## src/rtl/frame_demapper_if.sv

```systemverilog
`timescale 1ns/1ps
// Byte-stream interface of the frame demapper: received line bytes in,
// extracted payload, position, lock and CRC verdict outputs out.
interface frame_demapper_if;
    logic [7:0]  i_frame_data;
    logic        i_frame_data_valid;
    logic [7:0]  o_pyld_data;
    logic        o_pyld_data_valid;
    logic [1:0]  o_row_cnt;
    logic [10:0] o_col_cnt;
    logic        o_frame_start;
    logic        o_locked;
    logic        o_crc_ok;
    logic        o_crc_err;
    logic [15:0] o_crc_err_cnt;

    modport master (
        output i_frame_data, i_frame_data_valid,
        input  o_pyld_data, o_pyld_data_valid, o_row_cnt, o_col_cnt,
               o_frame_start, o_locked, o_crc_ok, o_crc_err, o_crc_err_cnt
    );

    modport slave (
        input  i_frame_data, i_frame_data_valid,
        output o_pyld_data, o_pyld_data_valid, o_row_cnt, o_col_cnt,
               o_frame_start, o_locked, o_crc_ok, o_crc_err, o_crc_err_cnt
    );
endinterface

```

## src/rtl/frame_demapper.sv

```systemverilog
`timescale 1ns/1ps
// Frame demapper: hunts for the 16-byte FAS, confirms it over one frame, then
// extracts payload bytes and checks the per-frame CRC-8 while locked.
module frame_demapper (
    input  logic            i_clk,
    input  logic            i_rst,
    frame_demapper_if.slave bus
);
    localparam logic [10:0]  LAST_COL    = 11'd1040;
    localparam logic [7:0]   FAS_A       = 8'hF6;
    localparam logic [7:0]   FAS_B       = 8'h28;
    localparam logic [127:0] FAS_PATTERN = {{8{FAS_A}}, {8{FAS_B}}};

    typedef enum logic [1:0] {HUNT, CHECK, LOCKED} state_t;

    state_t       state_q, state_d;
    logic [119:0] shiftReg_q, shiftReg_d;
    logic [1:0]   row_q, row_d;
    logic [10:0]  col_q, col_d;
    logic [7:0]   crc_q, crc_d;
    logic         fasBad_q, fasBad_d;
    logic [1:0]   badCnt_q, badCnt_d;
    logic [7:0]   pyldData_q, pyldData_d;
    logic         pyldValid_q, pyldValid_d;
    logic [1:0]   outRow_q, outRow_d;
    logic [10:0]  outCol_q, outCol_d;
    logic         frameStart_q, frameStart_d;
    logic         crcOk_q, crcOk_d;
    logic         crcErr_q, crcErr_d;
    logic [15:0]  errCnt_q, errCnt_d;

    logic [127:0] shiftNext;
    logic         isFasPos, isCrcPos, isPayload, isFrameStart, isEndOfFas;
    logic         fasMiss, frameBad;
    logic [7:0]   fasExpect;

    function automatic logic [7:0] crc8Byte(input logic [7:0] crcIn, input logic [7:0] dataIn);
        logic [7:0] c;
        c = crcIn ^ dataIn;
        for (int i = 0; i < 8; i++) begin
            c = c[7] ? ({c[6:0], 1'b0} ^ 8'h07) : {c[6:0], 1'b0};
        end
        return c;
    endfunction

    assign shiftNext    = {shiftReg_q, bus.i_frame_data};
    assign isFasPos     = (row_q == 2'd0) && (col_q < 11'd16);
    assign isCrcPos     = (row_q == 2'd3) && (col_q == LAST_COL);
    assign isPayload    = !isFasPos && !isCrcPos;
    assign isFrameStart = (row_q == 2'd0) && (col_q == 11'd16);
    assign isEndOfFas   = (row_q == 2'd0) && (col_q == 11'd15);
    assign fasExpect    = col_q[3] ? FAS_B : FAS_A;
    assign fasMiss      = (bus.i_frame_data != fasExpect);
    assign frameBad     = fasBad_q | fasMiss;

    // Sequencing, alignment FSM, CRC and output staging; nothing moves on invalid cycles.
    always_comb begin
        state_d      = state_q;
        shiftReg_d   = shiftReg_q;
        row_d        = row_q;
        col_d        = col_q;
        crc_d        = crc_q;
        fasBad_d     = fasBad_q;
        badCnt_d     = badCnt_q;
        pyldData_d   = pyldData_q;
        pyldValid_d  = 1'b0;
        outRow_d     = outRow_q;
        outCol_d     = outCol_q;
        frameStart_d = 1'b0;
        crcOk_d      = 1'b0;
        crcErr_d     = 1'b0;
        errCnt_d     = errCnt_q;

        if (bus.i_frame_data_valid) begin
            if (col_q == LAST_COL) begin
                col_d = '0;
                row_d = row_q + 2'd1;
            end else begin
                col_d = col_q + 11'd1;
            end

            if (isFrameStart) begin
                crc_d = crc8Byte(8'h00, bus.i_frame_data);
            end else if (isPayload) begin
                crc_d = crc8Byte(crc_q, bus.i_frame_data);
            end

            if (isFasPos) begin
                fasBad_d = (col_q == 11'd0) ? fasMiss : frameBad;
            end

            case (state_q)
                HUNT: begin
                    shiftReg_d = shiftNext[119:0];
                    if (shiftNext == FAS_PATTERN) begin
                        state_d = CHECK;
                        row_d   = 2'd0;
                        col_d   = 11'd16;
                    end
                end
                CHECK: begin
                    if (isEndOfFas) begin
                        if (frameBad) begin
                            state_d    = HUNT;
                            shiftReg_d = '0;
                            badCnt_d   = '0;
                        end else begin
                            state_d = LOCKED;
                        end
                    end
                end
                LOCKED: begin
                    if (isPayload) begin
                        pyldValid_d  = 1'b1;
                        pyldData_d   = bus.i_frame_data;
                        outRow_d     = row_q;
                        outCol_d     = col_q;
                        frameStart_d = isFrameStart;
                    end
                    if (isCrcPos) begin
                        if (bus.i_frame_data == crc_q) begin
                            crcOk_d = 1'b1;
                        end else begin
                            crcErr_d = 1'b1;
                            if (errCnt_q != 16'hFFFF) begin
                                errCnt_d = errCnt_q + 16'd1;
                            end
                        end
                    end
                    // Third consecutive bad FAS drops lock; a good one forgives earlier misses.
                    if (isEndOfFas) begin
                        if (!frameBad) begin
                            badCnt_d = '0;
                        end else if (badCnt_q == 2'd2) begin
                            state_d    = HUNT;
                            shiftReg_d = '0;
                            badCnt_d   = '0;
                        end else begin
                            badCnt_d = badCnt_q + 2'd1;
                        end
                    end
                end
                default: begin
                    state_d = HUNT;
                end
            endcase
        end
    end

    always_ff @(posedge i_clk) begin
        if (i_rst) begin
            state_q      <= HUNT;
            shiftReg_q   <= '0;
            row_q        <= '0;
            col_q        <= '0;
            crc_q        <= '0;
            fasBad_q     <= 1'b0;
            badCnt_q     <= '0;
            pyldData_q   <= '0;
            pyldValid_q  <= 1'b0;
            outRow_q     <= '0;
            outCol_q     <= '0;
            frameStart_q <= 1'b0;
            crcOk_q      <= 1'b0;
            crcErr_q     <= 1'b0;
            errCnt_q     <= '0;
        end else begin
            state_q      <= state_d;
            shiftReg_q   <= shiftReg_d;
            row_q        <= row_d;
            col_q        <= col_d;
            crc_q        <= crc_d;
            fasBad_q     <= fasBad_d;
            badCnt_q     <= badCnt_d;
            pyldData_q   <= pyldData_d;
            pyldValid_q  <= pyldValid_d;
            outRow_q     <= outRow_d;
            outCol_q     <= outCol_d;
            frameStart_q <= frameStart_d;
            crcOk_q      <= crcOk_d;
            crcErr_q     <= crcErr_d;
            errCnt_q     <= errCnt_d;
        end
    end

    assign bus.o_pyld_data       = pyldData_q;
    assign bus.o_pyld_data_valid = pyldValid_q;
    assign bus.o_row_cnt         = outRow_q;
    assign bus.o_col_cnt         = outCol_q;
    assign bus.o_frame_start     = frameStart_q;
    assign bus.o_locked          = (state_q == LOCKED);
    assign bus.o_crc_ok          = crcOk_q;
    assign bus.o_crc_err         = crcErr_q;
    assign bus.o_crc_err_cnt     = errCnt_q;
endmodule

```

## src/flat_wrapper.sv

```systemverilog
// flat-port wrapper written by rule: the top's interface ports become plain ports
module frame_demapper_flat 
  (i_clk, i_rst, bus_i_frame_data, bus_i_frame_data_valid, bus_o_pyld_data, bus_o_pyld_data_valid, bus_o_row_cnt, bus_o_col_cnt, bus_o_frame_start, bus_o_locked, bus_o_crc_ok, bus_o_crc_err, bus_o_crc_err_cnt);
  frame_demapper_if bus_i ();
  input  logic i_clk;
  input  logic i_rst;
  input wire logic [$bits(bus_i.i_frame_data)-1:0] bus_i_frame_data;
  input wire logic [$bits(bus_i.i_frame_data_valid)-1:0] bus_i_frame_data_valid;
  output wire logic [$bits(bus_i.o_pyld_data)-1:0] bus_o_pyld_data;
  output wire logic [$bits(bus_i.o_pyld_data_valid)-1:0] bus_o_pyld_data_valid;
  output wire logic [$bits(bus_i.o_row_cnt)-1:0] bus_o_row_cnt;
  output wire logic [$bits(bus_i.o_col_cnt)-1:0] bus_o_col_cnt;
  output wire logic [$bits(bus_i.o_frame_start)-1:0] bus_o_frame_start;
  output wire logic [$bits(bus_i.o_locked)-1:0] bus_o_locked;
  output wire logic [$bits(bus_i.o_crc_ok)-1:0] bus_o_crc_ok;
  output wire logic [$bits(bus_i.o_crc_err)-1:0] bus_o_crc_err;
  output wire logic [$bits(bus_i.o_crc_err_cnt)-1:0] bus_o_crc_err_cnt;
  assign bus_i.i_frame_data = bus_i_frame_data;
  assign bus_i.i_frame_data_valid = bus_i_frame_data_valid;
  assign bus_o_pyld_data = bus_i.o_pyld_data;
  assign bus_o_pyld_data_valid = bus_i.o_pyld_data_valid;
  assign bus_o_row_cnt = bus_i.o_row_cnt;
  assign bus_o_col_cnt = bus_i.o_col_cnt;
  assign bus_o_frame_start = bus_i.o_frame_start;
  assign bus_o_locked = bus_i.o_locked;
  assign bus_o_crc_ok = bus_i.o_crc_ok;
  assign bus_o_crc_err = bus_i.o_crc_err;
  assign bus_o_crc_err_cnt = bus_i.o_crc_err_cnt;
  frame_demapper u_core (.i_clk(i_clk), .i_rst(i_rst), .bus(bus_i));
endmodule
```

## config.mk

```make
export PLATFORM = sky130hd
export DESIGN_NAME = frame_demapper_flat
export DESIGN_NICKNAME = d
export VERILOG_FILES = /design/src/rtl/frame_demapper_if.sv /design/src/rtl/frame_demapper.sv /design/src/flat_wrapper.sv
export SDC_FILE = /design/constraint.sdc
export NUM_CORES = 1
export LEC_CHECK = 0
export ABC_AREA = 0
export BUFFER_PORTS_ARGS = -buffer_cell sky130_fd_sc_hd__buf_2
export CORE_ASPECT_RATIO = 0.75
export CORE_MARGIN = 2
export CORE_UTILIZATION = 54
export CTS_CLUSTER_DIAMETER = 60
export DETAILED_ROUTE_END_ITERATION = 10
export PLACE_DENSITY = 0.76
export SYNTH_ARGS = -nofsm -noshare
export SYNTH_HDL_FRONTEND = slang
export SYNTH_SLANG_ARGS = --single-unit
```

## constraint.sdc

```tcl
create_clock -name i_clk -period 3 [get_ports i_clk]
set_input_delay 0.45 -clock i_clk [delete_from_list [all_inputs] [get_ports i_clk]]
set_output_delay 0.45 -clock i_clk [all_outputs]
set_load 0.02 [all_outputs]
```

* Word level (Yosys, flattened, before mapping)
Cells that the tools add are included.
** Word-level totals
- Register bits :: 187
- Output and inout bits :: 42
- Word-level logic and storage cells :: 131
- RAM bits :: 0
- Memories kept :: 0
- Input bits :: 11
- ROM bits :: 0
- Latch bits :: 0
** Cells by class
- Eq/ne operators :: 17
- Muxes and demuxes :: 48
- Add/sub/neg operators :: 4
- $mul :: 0
- Div/mod/pow operators :: 0
- Magnitude comparators :: 1
- Bitwise gates (word level) :: 23
- Reduce and logical (&&, ||, !) cells :: 23
- Shift-type cells :: 0
** Operator list (number)
- 120-bit 2-to-1 mux :: 5
- 120-bit one-hot mux with 3 select lines :: 1
- 128-bit == test (second input constant) :: 1
- 3-bit 2-to-1 mux :: 16
- 3-bit NOT :: 16
- 11-bit 2-to-1 mux :: 3
- 2-bit 2-to-1 mux :: 14
- 8-bit 2-to-1 mux :: 3
- 16-bit by 1-bit adder with 16-bit output (second input constant) :: 1
- 16-bit inequality test (second input constant) :: 1
- 2-bit by 1-bit inequality test with 1-bit output (second input constant) :: 6
- 11-bit by 1-bit adder with 11-bit output (second input constant) :: 1
- 11-bit == test (second input constant) :: 1
- 11-bit by 4-bit == test with 1-bit output (second input constant) :: 1
- 11-bit by 5-bit == test with 1-bit output (second input constant) :: 1
- 11-bit zero test :: 1
- 11-bit by 5-bit < comparator with 1-bit output (second input constant) :: 1
- 5-bit AND reduction :: 2
- 8-bit == test :: 1
- 8-bit inequality test :: 1
- 4-bit OR reduction :: 2
- 8-bit bitwise XOR :: 1
- 7-bit AND reduction :: 1
- 2-bit == test (second input constant) :: 3
- other kinds (16) :: 32

* Depth between registers and ports, before layout
Gate-level depths: netlist of run 1.
- Word-level depth :: 19
- Mapped depth :: 11
- Depth with buffers taken out :: 8

* Worst setup path before layout of run 1
No wires, ideal clock.
- Path kind :: input port to flip-flop
- Start :: input port bus_i_frame_data[1]
- End :: register u_core.col_q[2]
- Setup slack :: 243 ps
- Arrival time :: 2621 ps
- Stages on the path :: 8
- Data required time :: 2864 ps
- Cell sequence :: buf_6 > or4b_1 > or4_1 > or4_4 > o31ai_4 > and2_4 > buf_8 > nor3_2
** On the way
- Cells in the longest elaborated chain, start to end :: 3
** RTL lines
- start, declared :: RTL line flat_wrapper.sv:7 : input wire logic [$bits(bus_i.i_frame_data)-1:0] bus_i_frame_data;
- 128-bit == test :: RTL line frame_demapper.sv:95 : if (shiftNext == FAS_PATTERN) begin
- 11-bit 2-to-1 mux :: RTL line frame_demapper.sv:95
- 11-bit 2-to-1 mux :: RTL line frame_demapper.sv:92 : case (state_q)
- end signal, assigned :: RTL line frame_demapper.sv:171 : col_q <= col_d;
- end, declared :: RTL line frame_demapper.sv:19 : logic [10:0] col_q, col_d;
Every way passes these cells.
A chain may end at the register's enable or synchronous reset.

* Final worst setup path of run 1
- Start :: register u_core.shiftReg_q[66]
- End :: register u_core.col_q[7]
** On the way
- Cells in the longest elaborated chain, start to end :: 3
** RTL lines
- start, declared :: RTL line frame_demapper.sv:17 : logic [119:0] shiftReg_q, shiftReg_d;
- start signal, assigned :: RTL line frame_demapper.sv:169 : shiftReg_q <= shiftReg_d;
- 128-bit == test :: RTL line frame_demapper.sv:95
- 11-bit 2-to-1 mux :: RTL line frame_demapper.sv:95
- 11-bit 2-to-1 mux :: RTL line frame_demapper.sv:92
Every way passes these cells.

==> results of run 1 <==
## final timing paths
path / cells past startpoint / endpoint / slack (ps)
max: 6 / u_core.col_q[7]$_SDFFE_PP0P_ / 290
min: 3 / u_core.bus.o_pyld_data[2]$_SDFFE_PP0P_ / 330
max reg2reg: 6 / u_core.col_q[7]$_SDFFE_PP0P_ / 290
min reg2reg: 2 / u_core.bus.o_col_cnt[2]$_SDFFE_PP0P_ / 450
## critical path, delay by kind of cell, from the launching register on
kind / cells / cell delay [ps]
compound gates: 1 / 210
flops: 1 / 360
simple gates: 5 / 2000
## registers in the layout (all words and copies together) (netlist names), 8 cells and up
name and count:
u_core.bus.o_col_cnt 11, u_core.col_q 11, u_core.shiftReg_q 120, u_core.crc_q 8, u_core.bus.o_crc_err_cnt 16, u_core.bus.o_pyld_data 8
## synthesized netlist by cell type, types with 4 or more instances
| library cell | count | area, µm² |
|---|---|---|
| a211oi_1 | 4 | 30.0 |
| a21oi_1 | 148 | 741 |
| a22oi_1 | 4 | 30.0 |
| and3_1 | 12 | 75.1 |
| and4_1 | 7 | 61.3 |
| and4b_1 | 4 | 40.0 |
| buf_2 | 15 | 75.1 |
| buf_4 | 11 | 82.6 |
| clkbuf_1 | 54 | 203 |
| dfxtp_1 | 187 | 3740 |
| ha_1 | 14 | 175 |
| inv_1 | 18 | 67.6 |
| mux2i_1 | 7 | 70.1 |
| nand2_1 | 162 | 608 |
| nand2b_1 | 9 | 56.3 |
| nand3_1 | 34 | 170 |
| nand3b_1 | 118 | 886 |
| nand4_1 | 25 | 156 |
| nand4b_1 | 9 | 78.8 |
| nor2_1 | 37 | 139 |
| nor3_1 | 8 | 40.0 |
| nor3_2 | 6 | 60.1 |
| nor4_1 | 11 | 68.8 |
| nor4b_1 | 11 | 96.3 |
| nor4bb_1 | 8 | 80.1 |
| o211ai_1 | 4 | 30.0 |
| o21ai_0 | 12 | 60.1 |
| or3_1 | 5 | 31.3 |
| or4_1 | 5 | 37.5 |
| or4bb_1 | 5 | 56.3 |
| xnor2_1 | 33 | 289 |
| xor2_1 | 17 | 149 |
## area by class of cell
cell class	count	area (µm²)
Multi-Input combinational cell	758	4690
Tap cell	210	263
Timing Repair Buffer	75	514
Inverter	18	67.6
Clock buffer	18	439
Antenna cell	1	2.50
Sequential cell	187	3740
Fill cell	1366	6180
Clock inverter	13	165
## power by group through the flow
stage | registers (µW) | logic (µW) | clock network, µW
CTS | 2510 | 270 | 2340
global placement | 2570 | 266 | 0
global route | 2510 | 300 | 2440
floorplan | 2560 | 210 | 0
detailed placement | 2570 | 269 | 0
finish | 2510 | 272 | 2310
## metrics by stage
step           hold WS [ps]   util  std cells  worst slack, ps
6_report                325  0.615       1280              293
3_3_place_gp            439  0.578       1248              156
4_1_cts                 313  0.615       1279              297
3_5_place_dp            442  0.578       1248              107
2_1_floorplan           427      -       1049              243
5_1_grt                 328  0.615       1279              216
## per-layer routing
| layer | track usage | vias up | wire length [µm] |
|---|---|---|---|
| met5 | 0 | - | 0 |
| met4 | 0.0474 | 0 | 118 |
| met3 | 0.0539 | 10 | 1230 |
| met2 | 0.336 | 166 | 8850 |
| met1 | 0.368 | 3631 | 10700 |
| li1 | - | 3726 | - |
## cell families after synthesis
kind of cell | after synthesis | share of synthesized area
multiplexers | 7 | 0.00788
AO/OA/AOI/OAI | 194 | 0.124
XOR/XNOR | 50 | 0.0492
AND/OR/NAND/NOR | 493 | 0.324
buffers and inverters | 104 | 0.0536
adder cells (fa/ha/maj) | 14 | 0.0197
flip-flops | 187 | 0.421
==> results.json, run 1 <==
{
  "syn_area_per_cell_um2": 8.48,
  "tritoncts": "done",
  "holdCritPathClass": "in -> reg",
  "ys.warnings.count": 0,
  "max_stage_delay_ps": 610,
  "vias": 7533,
  "grt_use_total": 0.238,
  "setup_viol": 0,
  "dpl_cell_area_um2": 9280,
  "fin_nets": 1082,
  "synth_cells": 1049,
  "cts_max_path_buffers": 2,
  "cp_max_fo": 7,
  "min_period_over_period": 0.902,
  "combPwrFrac": 0.053,
  "ys_seq_area_frac": 0.421,
  "path_clk_slew_ps": 70,
  "grt_first_pass_wirelength_um": 34400,
  "die_w_um": 152,
  "post_route_cells_drive_above_1_share": 0.121,
  "synth_edf_count": 0,
  "pwr-share-seq": 0.493,
  "final_common_cell": "dfxtp_1",
  "rows": 40,
  "p_per_area_nw_per_um2": 516,
  "finalCriticalPeriod_ps": 2710,
  "path_cells": "or4bb_1 -> or4_1 -> or4_4 -> o31ai_4 -> and2_4 -> nor3_2",
  "clock_sinks": 187,
  "ctsResizeCount": 0,
  "total_power_uw": 5100,
  "maxSlewViolCount": 0,
  "initial_core_util": 0.554,
  "crit_path_end_kind": "flop",
  "drt-initial-drc-count": 681,
  "leakage_uw": 0.00332,
  "area_growth_pct": 11.2,
  "required_ps": 3280,
  "status": "finished clean",
  "ir_worst_vdd_mv": 0.385,
  "post_cts_buffers": 0,
  "cts-root-buf": "clkbuf_16",
  "startpoint_type": "flop",
  "place.gp.congestion": 0.851,
  "clk_latency_ps": 430,
  "timing.slew.headroom": 0.589,
  "synth_ff_type": "dfxtp_1",
  "most-common-layout-cells": "dfxtp_1 (187), nand2_1 (162), a21oi_1 (148)",
  "startpoint": "u_core.shiftReg_q[66]$_SDFFE_PP0P_",
  "viasPerCell": 5.89,
  "ys_ff_latch": 187,
  "cts_buffers": 17,
  "hold_viol": 0,
  "grt_max_degree": 114,
  "synth_cell_types": 62,
  "syn_area_um2": 8890,
  "core_um2": 16100,
  "grt_setup_unrepaired": "false",
  "ant_nets": 0,
  "crit_slowest_cell": "or4_1",
  "cp.arrival_ps": 2990,
  "pin_count": 53,
  "switchingPower_uw": 1170,
  "pwr-share-clk": 0.454,
  "dpl.hpwl_um": 13700,
  "detail_route.wl_per_cell_um": 16.3,
  "die-area_um2": 17500,
  "first_pass_iters": 5,
  "hold_path_startpoint": "bus_i_frame_data[2]",
  "p_sw_frac": 0.230,
  "mappedNetlistNets": 1074,
  "cts_hold_buffers": 0,
  "intPower_uw": 3930,
  "async_flop_share": 0,
  "gr-total-overflow": 0,
  "port_buffers": 52,
  "max_freq_mhz": 369,
  "grt_pass1_vias": 6708,
  "maxCapViolations": 0,
  "antenna_found_initial": 1,
  "skew_ps": 12.0,
  "wirelength_um": 20900,
  "path_class": "reg -> reg",
  "final_cell_area_um2": 9890,
  "drc": 0,
  "rr_startpoint": "u_core.shiftReg_q[66]$_SDFFE_PP0P_",
  "die_h_um": 115,
  "worstMarginPinSlew_ps": 616,
  "setup_tns_ps": 0,
  "htreeDepth": 4
}
(Power assumes the default switching activity.)
==> run 2, diff against run 1 <==
--- a/config.mk
+++ b/config.mk
@@ -13,6 +13,7 @@
 export CTS_CLUSTER_DIAMETER = 60
 export DETAILED_ROUTE_END_ITERATION = 10
 export PLACE_DENSITY = 0.76
+export RECOVER_POWER = 100
 export SYNTH_ARGS = -nofsm -noshare
 export SYNTH_HDL_FRONTEND = slang
 export SYNTH_SLANG_ARGS = --single-unit
==> run 2 against run 1 <==
Fmax down 1.2%. Via count up 0.62%. Critical path depth unchanged.
==> results.json, run 2 (same netlist as run 1, synthesis figures left out) <==
{
  "crit_path_end": "u_core.col_q[2]$_SDFFE_PP0P_",
  "clk_latency_ps": 430,
  "finalCriticalPeriod_ps": 2740,
  "drt-initial-drc-count": 692,
  "cp.arrival_ps": 3030,
  "post_route_cells_drive_above_1_share": 0.0720,
  "setup_viol": 0,
  "fillers": 1397,
  "hold_viol": 0,
  "initial_core_util": 0.554,
  "grt_use_total": 0.238,
  "ctsResizeCount": 0,
  "cp_max_fo": 7,
  "cts_buffers": 17,
  "setup_ws_ps": 260,
  "crit_slowest_cell": "or4_1",
  "dpl.hpwl_um": 13700,
  "max_freq_mhz": 365,
  "pin_count": 53,
  "core_um2": 16100,
  "viasPerCell": 5.92,
  "crit_top_cell": "or4_1",
  "detail_route.wl_per_cell_um": 16.3,
  "grt_max_degree": 114,
  "maxSlewViolCount": 0,
  "port_buffers": 52,
  "clock_sinks": 187,
  "ir_worst_vdd_mv": 0.386,
  "crit_path_end_kind": "flop",
  "area_growth_pct": 9.89,
  "total_power_uw": 5100,
  "worstMarginPinSlew_ps": 698,
  "most-common-layout-cells": "dfxtp_1 (187), nand2_1 (162), a21oi_1 (148)",
  "rows": 40,
  "maxCapViolations": 0,
  "required_ps": 3290,
  "cts_hold_buffers": 0,
  "grt-busiest-layer": "met1",
  "final_common_cell": "dfxtp_1",
  "grt_first_pass_wirelength_um": 34400,
  "fin_nets": 1082,
  "grtUsageMet1": 0.368,
  "r2r_cells": 6,
  "path_clk_slew_ps": 70,
  "wirelength_um": 20900,
  "startpoint_type": "flop",
  "leakage_uw": 0.00311,
  "grt_setup_unrepaired": "false",
  "die_w_um": 152,
  "die_h_um": 115,
  "gr-usage-met3": 0.0539,
  "holdCritPathClass": "in -> reg",
  "htreeDepth": 4,
  "path_cells": "or4bb_1 -> or4_1 -> or4_1 -> o31ai_4 -> and2_4 -> nor3_1",
  "first_pass_iters": 5,
  "place.gp.congestion": 0.851,
  "p_per_area_nw_per_um2": 521,
  "top_register": "u_core.shiftReg_q",
  "setup_tns_ps": 0,
  "min_period_over_period": 0.913,
  "ant_nets": 0,
  "status": "finished clean",
  "grt_pass1_vias": 6708,
  "largest_register_ffs": 120,
  "r2r-end": "u_core.col_q[2]$_SDFFE_PP0P_",
  "die-area_um2": 17500,
  "pre_cts_ws_ps": 107,
  "reg2reg_slack_ps": 260,
  "startpoint": "u_core.shiftReg_q[66]$_SDFFE_PP0P_",
  "met2_usage": 0.336,
  "drc": 0,
  "skew_ps": 10.1,
  "vias": 7580,
  "path_class": "reg -> reg",
  "antenna_found_initial": 1,
  "timing.slew.headroom": 0.535,
  "cts-root-buf": "clkbuf_16",
  "gr-total-overflow": 0,
  "tritoncts": "done",
  "max_stage_delay_ps": 620,
  "post_cts_buffers": 0,
  "cts_max_path_buffers": 2,
  "rr_startpoint": "u_core.shiftReg_q[66]$_SDFFE_PP0P_"
}
==> run 2: layer usage <==
layer  share of wire  wire (µm)
met3           0.056       1170
met5               0          0
met2            0.42       8840
met4          0.0060        126
met1            0.52      10800
==> run 2: cell type report <==
type / count / area (µm²) / share of cell area
well taps: 210 / 263 / 0.0269
flip-flops and latches: 187 / 3740 / 0.383
diodes: 1 / 2.50 / 0.000256
multi-input cells: 758 / 4660 / 0.477
clock buffers: 18 / 439 / 0.0449
repair buffers: 75 / 434 / 0.0444
clock inverters: 13 / 165 / 0.0169
inverters: 18 / 67.6 / 0.00691
==> run 2: how the worst min path moves through the flow <==
stage | startpoint | end | slack [ps] | cells after the start
2_1_floorplan | u_core.shiftReg_q[115]$_SDFFE_PP0P_ | u_core.shiftReg_q[115]$_SDFFE_PP0P_ | 430 | 2
3_3_place_gp | u_core.shiftReg_q[115]$_SDFFE_PP0P_ | u_core.shiftReg_q[115]$_SDFFE_PP0P_ | 440 | 2
3_5_place_dp | u_core.shiftReg_q[115]$_SDFFE_PP0P_ | u_core.shiftReg_q[115]$_SDFFE_PP0P_ | 440 | 2
4_1_cts | bus_i_frame_data[2] | u_core.bus.o_pyld_data[2]$_SDFFE_PP0P_ | 310 | 3
5_1_grt | bus_i_frame_data[2] | u_core.bus.o_pyld_data[2]$_SDFFE_PP0P_ | 330 | 3
6_report | bus_i_frame_data[2] | u_core.bus.o_pyld_data[2]$_SDFFE_PP0P_ | 330 | 3
==> run 2: power breakdown <==
part / internal [µW] / switching [µW] / total (µW)
Clock: 1330 / 976 / 2310
Combinational: 94.3 / 175 / 269
Sequential: 2500 / 18.0 / 2510
Total: 3930 / 1170 / 5100
==> run 2: through the flow <==
stage / instance area (µm²) / cells / hold slack [ps] / util
floorplan: 8890 / 1049 / 427 / -
global placement: 9280 / 1248 / 439 / 0.578
detailed placement: 9280 / 1248 / 442 / 0.578
CTS: 9890 / 1279 / 313 / 0.615
global route: 9770 / 1279 / 328 / 0.608
finish: 9770 / 1280 / 329 / 0.608
==> run 2: critical path, delay by kind of cell, from the launching register on <==
kind,cells,cell delay [ps]
compound gates,1,230
simple gates,5,2010
flops,1,360
